===== src/rtl/fp_decode_pkg.sv =====
// fpcvt_pkg: shared fpcvt types and widths for the float encoder and decoder
// Contents: LIN_W/EXP_W/SIG_W widths, fp_code_t {sign, exponent, significand}, fp_decode_state_t
package fpcvt_pkg;
   localparam int LIN_W = 12;
   localparam int EXP_W = 3;
   localparam int SIG_W = 4;
   typedef struct packed {
      logic             sign;
      logic [EXP_W-1:0] exponent;
      logic [SIG_W-1:0] significand;
   } fp_code_t;
   typedef enum logic [1:0] {IDLE, SHIFT, OUT} fp_decode_state_t;
endpackage


===== src/rtl/fp_decode_shifter.sv =====
// fp_decode_shifter: magnitude rebuild, iterative (one bit per cycle) or single-cycle barrel
// Ports: clk, rst (sync, active high); i_load loads i_exp/i_sig;
//        o_mag current magnitude; o_done high once no shifts remain
module fp_decode_shifter #(
   parameter int LIN_W = 12,
   parameter int EXP_W = 3,
   parameter int SIG_W = 4,
   parameter int FAST  = 0
) (
   input  logic             clk,
   input  logic             rst,
   input  logic             i_load,
   input  logic [EXP_W-1:0] i_exp,
   input  logic [SIG_W-1:0] i_sig,
   output logic [LIN_W-2:0] o_mag,
   output logic             o_done
);
   logic [LIN_W-2:0] r_mag;
   logic [EXP_W-1:0] r_cnt;
   logic [LIN_W-2:0] w_sig;
   assign w_sig  = (LIN_W-1)'(i_sig);
   assign o_mag  = r_mag;
   assign o_done = r_cnt == '0;
   // The FAST build loads the pre-shifted value with no shifts left to do
   always_ff @(posedge clk) begin
      if (rst) begin
         r_mag <= '0;
         r_cnt <= '0;
      end else begin
         r_mag <= i_load ? (FAST != 0 ? w_sig << i_exp : w_sig) : (o_done ? r_mag : r_mag << 1);
         r_cnt <= i_load ? (FAST != 0 ? '0 : i_exp) : (o_done ? r_cnt : r_cnt - 1'b1);
      end
   end
endmodule


===== src/rtl/fp_decode.sv =====
// fp_decode: rebuilds a two's-complement linear sample from an 8-bit float code
// Ports: clk, rst (sync, active high); in_valid/in_ready with in_sign, in_exponent, in_significand;
//        out_valid/out_ready with out_linear and out_noncanon (code was not canonical encoder output)
// Macro FP_DECODE_HALF_LSB_EN: for exponent > 0, reconstruct the midpoint of the quantisation bucket
module fp_decode #(
   parameter int LIN_W = 12,
   parameter int EXP_W = 3,
   parameter int SIG_W = 4,
   parameter int FAST  = 0
) (
   input  logic             clk,
   input  logic             rst,
   input  logic             in_valid,
   output logic             in_ready,
   input  logic             in_sign,
   input  logic [EXP_W-1:0] in_exponent,
   input  logic [SIG_W-1:0] in_significand,
   output logic             out_valid,
   input  logic             out_ready,
   output logic [LIN_W-1:0] out_linear,
   output logic             out_noncanon
);
   import fpcvt_pkg::*;
   fp_decode_state_t r_state;
   logic             r_sign;
   logic             r_noncanon;
   logic             w_load;
   logic             w_done;
   logic [LIN_W-2:0] w_mag;
   logic [LIN_W-2:0] w_mag_fin;
   logic [LIN_W-1:0] w_lin;
   assign in_ready = r_state == IDLE && !rst;
   assign w_load   = in_valid && in_ready;
   assign w_lin    = {1'b0, w_mag_fin};
   fp_decode_shifter #(.LIN_W(LIN_W), .EXP_W(EXP_W), .SIG_W(SIG_W), .FAST(FAST)) u_shifter (
      .clk    (clk),
      .rst    (rst),
      .i_load (w_load),
      .i_exp  (in_exponent),
      .i_sig  (in_significand),
      .o_mag  (w_mag),
      .o_done (w_done)
   );
`ifdef FP_DECODE_HALF_LSB_EN
   logic [EXP_W-1:0] r_exp;
   always_ff @(posedge clk) begin
      if (rst) r_exp <= '0;
      else if (w_load) r_exp <= in_exponent;
   end
   // Bit e-1 is always zero after the shift, so OR sets the half-step exactly
   assign w_mag_fin = w_mag | (r_exp != '0 ? (LIN_W-1)'(1) << (r_exp - 1'b1) : '0);
`else
   assign w_mag_fin = w_mag;
`endif
   always_ff @(posedge clk) begin
      if (rst) begin
         r_state      <= IDLE;
         r_sign       <= 1'b0;
         r_noncanon   <= 1'b0;
         out_valid    <= 1'b0;
         out_linear   <= '0;
         out_noncanon <= 1'b0;
      end else begin
         case (r_state)
            IDLE: if (in_valid) begin
               r_sign     <= in_sign;
               r_noncanon <= in_exponent != '0 && !in_significand[SIG_W-1];
               r_state    <= SHIFT;
            end
            SHIFT: if (w_done) begin
               out_linear   <= r_sign ? -w_lin : w_lin;
               out_noncanon <= r_noncanon;
               out_valid    <= 1'b1;
               r_state      <= OUT;
            end
            OUT: if (out_ready) begin
               out_valid <= 1'b0;
               r_state   <= IDLE;
            end
            default: r_state <= IDLE;
         endcase
      end
   end
endmodule

===== config.mk =====
export PLATFORM = sky130hd
export DESIGN_NAME = fp_decode
export DESIGN_NICKNAME = d
export VERILOG_FILES = /design/src/rtl/fp_decode_pkg.sv /design/src/rtl/fp_decode_shifter.sv /design/src/rtl/fp_decode.sv
export SDC_FILE = /design/constraint.sdc
export NUM_CORES = 1
export LEC_CHECK = 0
export BUFFER_PORTS_ARGS = -buffer_cell sky130_fd_sc_hd__buf_2
export CAP_MARGIN = 20
export CORE_MARGIN = 2
export CORE_UTILIZATION = 45
export DETAILED_ROUTE_END_ITERATION = 12
export GPL_ROUTABILITY_DRIVEN = 0
export PLACE_DENSITY_LB_ADDON = 0.1
export SLEW_MARGIN = 40
export SYNTH_ARGS = -nofsm -noshare
export SYNTH_HDL_FRONTEND = slang
export SYNTH_SLANG_ARGS = --single-unit

===== constraint.sdc =====
create_clock -name clk -period 4.9 [get_ports clk]
set_clock_uncertainty 0.2 [all_clocks]
set_input_delay 1.225 -clock clk [delete_from_list [all_inputs] [get_ports clk]]
set_output_delay 1.225 -clock clk [all_outputs]
set_load 0.01 [all_outputs]

==> results of run 1 <==
## per-stage QoR
stage	hold WS (ns)	worst slack [ns]	total power [W]	std cells	instance area, sq um
after floorplan	0.2567	1.596	0.0005162	179	1519
after global placement	0.2525	1.610	0.0005679	239	1673
after detailed placement	0.2764	1.599	0.0005774	239	1673
after CTS	0.2917	1.601	0.0007758	247	1749
after global routing	0.3162	1.540	0.0008270	247	1752
final	0.2837	1.607	0.0007706	247	1752
## report_power, final
group	total (W)	leakage (nW)	switching (W)	internal [W]
Sequential	0.000329	0.261	0.0000329	0.000296
Combinational	0.000243	0.399	0.000143	0.0000998
Clock	0.000199	0.0422	0.0000924	0.000107
Total	0.000771	0.703	0.000268	0.000503
## final timing paths
kind / end / slack, ns / cells past startpoint
setup / recovery: in_ready / 1.61 / 3
hold / removal: out_valid / 0.28 / 2
setup reg to reg: out_linear[8] / 2.97 / 4
hold reg to reg: out_valid / 0.28 / 2
## state kept, by name (all words and copies together), names as in the netlist
signal           cells
u_shifter.o_mag     11
u_shifter.r_cnt      3
r_sign               1
r_noncanon           1
out_valid            1
out_noncanon         1
out_linear          12
r_state              2
## cell usage after synthesis (all sizes together), types with 2 or more instances
library cell	n	share of area
dfxtp	32	0.42
nor2	28	0.069
nand2	24	0.059
a21oi	12	0.040
a211oi	10	0.049
mux2i	8	0.053
buf	7	0.022
clkbuf	6	0.015
xor2	6	0.035
inv	5	0.012
nor3	4	0.013
o21ai	4	0.016
a311oi	3	0.017
ha	3	0.025
nand2b	3	0.012
nor2b	3	0.012
o41ai	3	0.035
xnor2	3	0.017
nand3	2	0.0066
## kinds of logic (layout without fill, tap and decap cells)
logic type	count (synthesis)	after routing
mux	8	8
buf+inv	18	40
xor+xnor	9	9
compound gates	37	37
fa+ha+maj	3	3
simple gates	72	72
flops	32	32
## metal layers
layer  vias to the layer above  share of wire  track usage
met2                        24           0.45       0.2813
met4                         0          0.014      0.05833
met5                         -              0            0
met1                       566           0.48       0.2060
li1                        662              -            -
met3                         5          0.049      0.05616
## layout make-up
type	count	area, sq um
Timing Repair Buffer	27	137.6
Fill cell	339	1533
Clock buffer	6	41.29
Clock inverter	2	35.03
Multi-Input combinational cell	129	820.8
Tap cell	46	57.56
Sequential cell	32	640.6
Inverter	5	18.77
## critical path: stages
cell and delay (ns):
buf_2 0.40, nor3_1 0.07, buf_2 0.15
==> qor.csv, run 1 <==
stage;metric;value;unit
clocking;cts_buffers;5;
setup_path;cp-startpoint;rst;
finish;diodes;0;
worst_hold_path;hp-start;out_valid;
power_and_ir_drop;ir_drop;0.2240;mV
finish;fin_nets;215;
yosys;synthSimpleGateAreaFrac;0.2150;
finish;final_cell_mix;dfxtp_1, nor2_1, buf_2;
yosys;ys_warn_count;0;
yosys;syn_area_per_cell;8.486;sq um
sta;fin_crit;3.293;ns
setup_path;worst_ep_required_time;3.47;ns
clocking;ctsRootBufferMaster;clkbuf_4;
setup_path;crit_fanout;29;
yosys;synthArstFlopShare;0;
route;routed-via-count;1257;
yosys;synth.net_count;194;
sta;slew_headroom;0.6611;
yosys;ys_types;36;
sta;worst_pin_slew;0.5084;ns
yosys;synth_xor_area_frac;0.05189;
route;wl;3054;um
floorplanning;die-area;3856;sq um
global_route;grt_pass1_wl;5168;um
setup_path;crit_arrival;1.87;ns
floorplanning;fp.coreArea;3284;sq um
clocking;ctsResizeCount;0;
sta;hold_viol_final;0;
finish;area_delta_synth_final;15.32;%
flow_run;drv_cap;0;
finish;post-route-util;0.5333;
global_route;gr-total-overflow;0;
yosys;synth-edff-count;0;
floorplanning;die_x;62.10;um
sta;maxSlewViolCount;0;
yosys;synth-compound-area-share;0.1845;
clocking;clkTransAtPathRegs;0.10;ns
sta;fin_crit_sh;0.6721;
worst_hold_path;min_path_type;flip-flop to flip-flop;
clocking;tritoncts;yes;
sta;finalSetupTns;0;ns
global_route;grt_max_degree;30;
finish;drive_gt1_frac;0.2090;
global_route;grt_antenna_before_repair;0;
floorplanning;fp.dieH;62.10;um
route;drc;0;
clocking;ctsHoldBuffers;0;
global_route;grt_pass1_vias;1130;
clocking;clock-sinks;32;
yosys;synth_cells;179;
sta;timing.fmax;303.6;MHz
clocking;post_cts_buffers;0;
route;detail_route.first_pass.iterations;4;
yosys;synth_top_family_by_area;simple AND/OR/NAND/NOR gates;
route;wire_per_inst;12.36;um
setup_path;path_class;primary input to output pin;
route;drt_iter0_drc;57;
yosys;ys_seq_area_frac;0.4217;
yosys;synth_flop_cell;dfxtp_1;
sta;setup_viol;0;
clocking;clock_path_buffers;2;
finish;layout_commonest_cell;dfxtp_1;
power_and_ir_drop;p_leak;0.7028;nW
yosys;synthAdderAreaFrac;0.02471;
yosys;synth_seq_cells;32;
yosys;synth_area;1519;sq um
yosys;synthMuxAreaShare;0.05272;
placement;dp_hpwl;2163;um
route;routed_via_density;5.089;
clocking;h-tree-depth;2;
placement;io_buffer_count;26;
sta;rsz0062_at_grt;false;
status;run_status;completed;
floorplanning;ios;27;
clocking;clk_latency;0.34;ns
route;drt.antenna.violating_nets;0;
setup_path;rr_startpoint;u_shifter.o_mag[2];
setup_path;endpoint_kind;output pin;
setup_path;critPathLaunchType;primary input;
floorplanning;start_util;0.4625;
floorplanning;rows;21;
power_and_ir_drop;power.density;439.9;nW/um^2
global_route;grt_use_total;0.1692;
(Power assumes the default switching activity.)
==> run 2: changes to the inputs <==
- clock period: 4.9 -> 2.8 ns (I/O delays scaled with it)
==> run 2 against run 1 <==
Compared with the run above:
- sequential power up 74%
- largest power group unchanged
- via count increased by 1.8%
- total power rose by 69%
- clock power rose by 49%
- final area hardly changed
- global-route usage up 1.2 points
- register-to-register slack worse by 2.1 ns
==> qor.csv, run 2 (synthesis results as in run 1) <==
stage;metric;value;unit;change
sta;fin_crit;2.017;ns;
floorplanning;die_x;62.10;um;unchanged
route;detail_route.first_pass.iterations;5;;+1
placement;place_ws;0.6986;ns;-0.9007 ns
setup_path;setup.worst_path.end;in_ready;;
setup_path;cp-startpoint;rst;;
sta;fin_crit_sh;0.7202;;
worst_hold_path;min_path_type;flip-flop to flip-flop;;
power_and_ir_drop;switching_share;0.3518;;+0.003981
setup_path;path_class;primary input to output pin;;
route;routed-via-count;1280;;+1.8%
global_route;grt_use_total;0.1816;;+0.01243
finish;layout_commonest_cell;dfxtp_1;;
setup_path;crit_family;buffers and inverters;;
clocking;h-tree-depth;2;;unchanged
clocking;ctsHoldBuffers;0;;unchanged
setup_path;max_stage_delay;0.16;ns;-0.24 ns
route;wl;3114;um;+2.0%
sta;maxSlewViolCount;0;;unchanged
route;wire_per_inst;12.56;um;+1.6%
finish;fin_nets;217;;+0.93%
power_and_ir_drop;ir_drop;0.3668;mV;+64%
clocking;clkTransAtPathRegs;0.09;ns;about the same
route;drt.antenna.violating_nets;0;;unchanged
clocking;clock-sinks;32;;unchanged
setup_path;crit_fanout;2;;-93%
sta;setup_viol;0;;unchanged
setup_path;rrSetupSlack;0.90;ns;-2.07 ns
power_and_ir_drop;p_switching;0.0004583;W;+71%
setup_path;cp_common_cell;buf_2;;
clocking;clk_latency;0.34;ns;about the same
finish;largest-register;out_linear;;
sta;rsz0062_at_grt;false;;
setup_path;worst_ep_required_time;1.90;ns;-1.57 ns
setup_path;rr_startpoint;u_shifter.r_cnt[0];;
global_route;grt_antenna_before_repair;0;;unchanged
setup_path;crit_arrival;1.12;ns;-0.75 ns
finish;drive_gt1_frac;0.2129;;+0.003916
placement;dp_hpwl;2206;um;+2.0%
floorplanning;ios;27;;unchanged
floorplanning;start_util;0.4625;;unchanged
finish;final_cell_mix;dfxtp_1, nor2_1, buf_2;;
clocking;ctsRootBufferMaster;clkbuf_4;;
sta;worst_pin_slew;0.5004;ns;-0.007941 ns
power_and_ir_drop;comb_power_share;0.332;;+0.017
sta;hold_viol_final;0;;unchanged
power_and_ir_drop;seq_power_share;0.441;;+0.014
setup_path;path_buf_inv;2;;unchanged
status;run_status;completed;;
route;routed.top_layer;met4;;
setup_path;rr_worst_depth;6;;+2
sta;timing.fmax;495.9;MHz;
route;drt_iter0_drc;34;;-40%
setup_path;critPathLaunchType;primary input;;
global_route;grt_pass1_vias;1174;;+3.9%
setup_path;reg2reg_to;out_linear[9];;
finish;area_delta_synth_final;15.40;%;about the same
global_route;gr-total-overflow;0;;unchanged
sta;slew_headroom;0.6664;;+0.005295
clocking;clock_path_buffers;2;;unchanged
finish;largest_reg_flops;12;;unchanged
floorplanning;fp.dieH;62.10;um;unchanged
floorplanning;fp.coreArea;3284;sq um;unchanged
route;wl_met1;1515;um;+2.8%
power_and_ir_drop;power.density;743.3;nW/um^2;+69%
sta;finalSetupTns;0;ns;unchanged
flow_run;drv_cap;0;;unchanged
setup_path;crit_chain;buf_2 -> nor3_1 -> buf_2;;
route;routed_via_density;5.161;;+1.4%
floorplanning;rows;21;;unchanged
setup_path;slowest_stage;buf_2;;
placement;io_buffer_count;26;;unchanged
setup_path;crit_cells;3;;unchanged
route;wl_met3;131;um;-13%
setup_path;endpoint_kind;output pin;;
clocking;ctsResizeCount;0;;unchanged
route;drc;0;;unchanged
global_route;grt_pass1_wl;5471;um;+5.9%
clocking;cts_buffers;5;;unchanged
finish;post-route-util;0.5337;;about the same
clocking;post_cts_buffers;0;;unchanged
clocking;tritoncts;yes;;
global_route;grt_max_degree;29;;-3.3%
route;wl_met2;1403;um;+1.2%
power_and_ir_drop;pwr-share-clk;0.227;;-0.032
finish;diodes;0;;unchanged
floorplanning;die-area;3856;sq um;unchanged
sta;fin_ws;0.7834;ns;-0.8232 ns
power_and_ir_drop;p_int;0.0008446;W;+68%
power_and_ir_drop;p_leak;0.7064;nW;+0.51%
==> run 2: cell types whose count changed in the layout (fill, tap and decap cells not counted), sizes merged <==
cell	previous run	this run
buf	27	29
clkbuf	6	7
bufinv	1	0
clkinv	1	0
==> run 2: power groups by stage <==
stage / clock, W / sequential, W / combinational [W]
after CTS: 0.000306 / 0.000574 / 0.000439
after global placement: 0 / 0.000581 / 0.000423
after global routing: 0.000328 / 0.000587 / 0.000495
after floorplan: 0 / 0.000580 / 0.000323
final: 0.000296 / 0.000574 / 0.000432
after detailed placement: 0 / 0.000584 / 0.000438
==> run 2: how the worst min path moves through the flow <==
stage / cells past startpoint / to / start
floorplan: 2 / r_noncanon / r_noncanon
global placement: 2 / out_valid / out_valid
detailed placement: 2 / out_valid / out_valid
CTS: 2 / out_valid / out_valid
global route: 2 / out_valid / out_valid
finish: 2 / out_valid / out_valid
==> run 2: layout make-up <==
class	instances	area, sq um
Clock buffer	7	65.06
Fill cell	325	1531
Inverter	5	18.77
Multi-Input combinational cell	129	818.3
Sequential cell	32	640.6
Tap cell	46	57.56
Timing Repair Buffer	29	152.6
==> run 2: per-stage QoR <==
stage	total power [W]	cells	instance area, sq um	hold WS, ns
2_1_floorplan	0.0009033	179	1519	0.2567
3_3_place_gp	0.001005	241	1688	0.2505
3_5_place_dp	0.001023	241	1688	0.2604
4_1_cts	0.001320	248	1753	0.2775
5_1_grt	0.001409	248	1753	0.3063
6_report	0.001303	248	1753	0.2702
==> run 2: worst register-to-register path, stage by stage (launching register included) <==
cell and delay [ns]:
dfxtp_1 0.34, inv_1 0.08, ha_1 0.21, nor4bb_4 0.29, buf_4 0.31, o32ai_1 0.13
a211o_1 0.24
==> run 2: routing by layer <==
metal	track usage	vias to the layer above
li1	-	662
met3	0.06159	6
met5	0	-
met4	0.08056	0
met1	0.2281	589
met2	0.2840	23
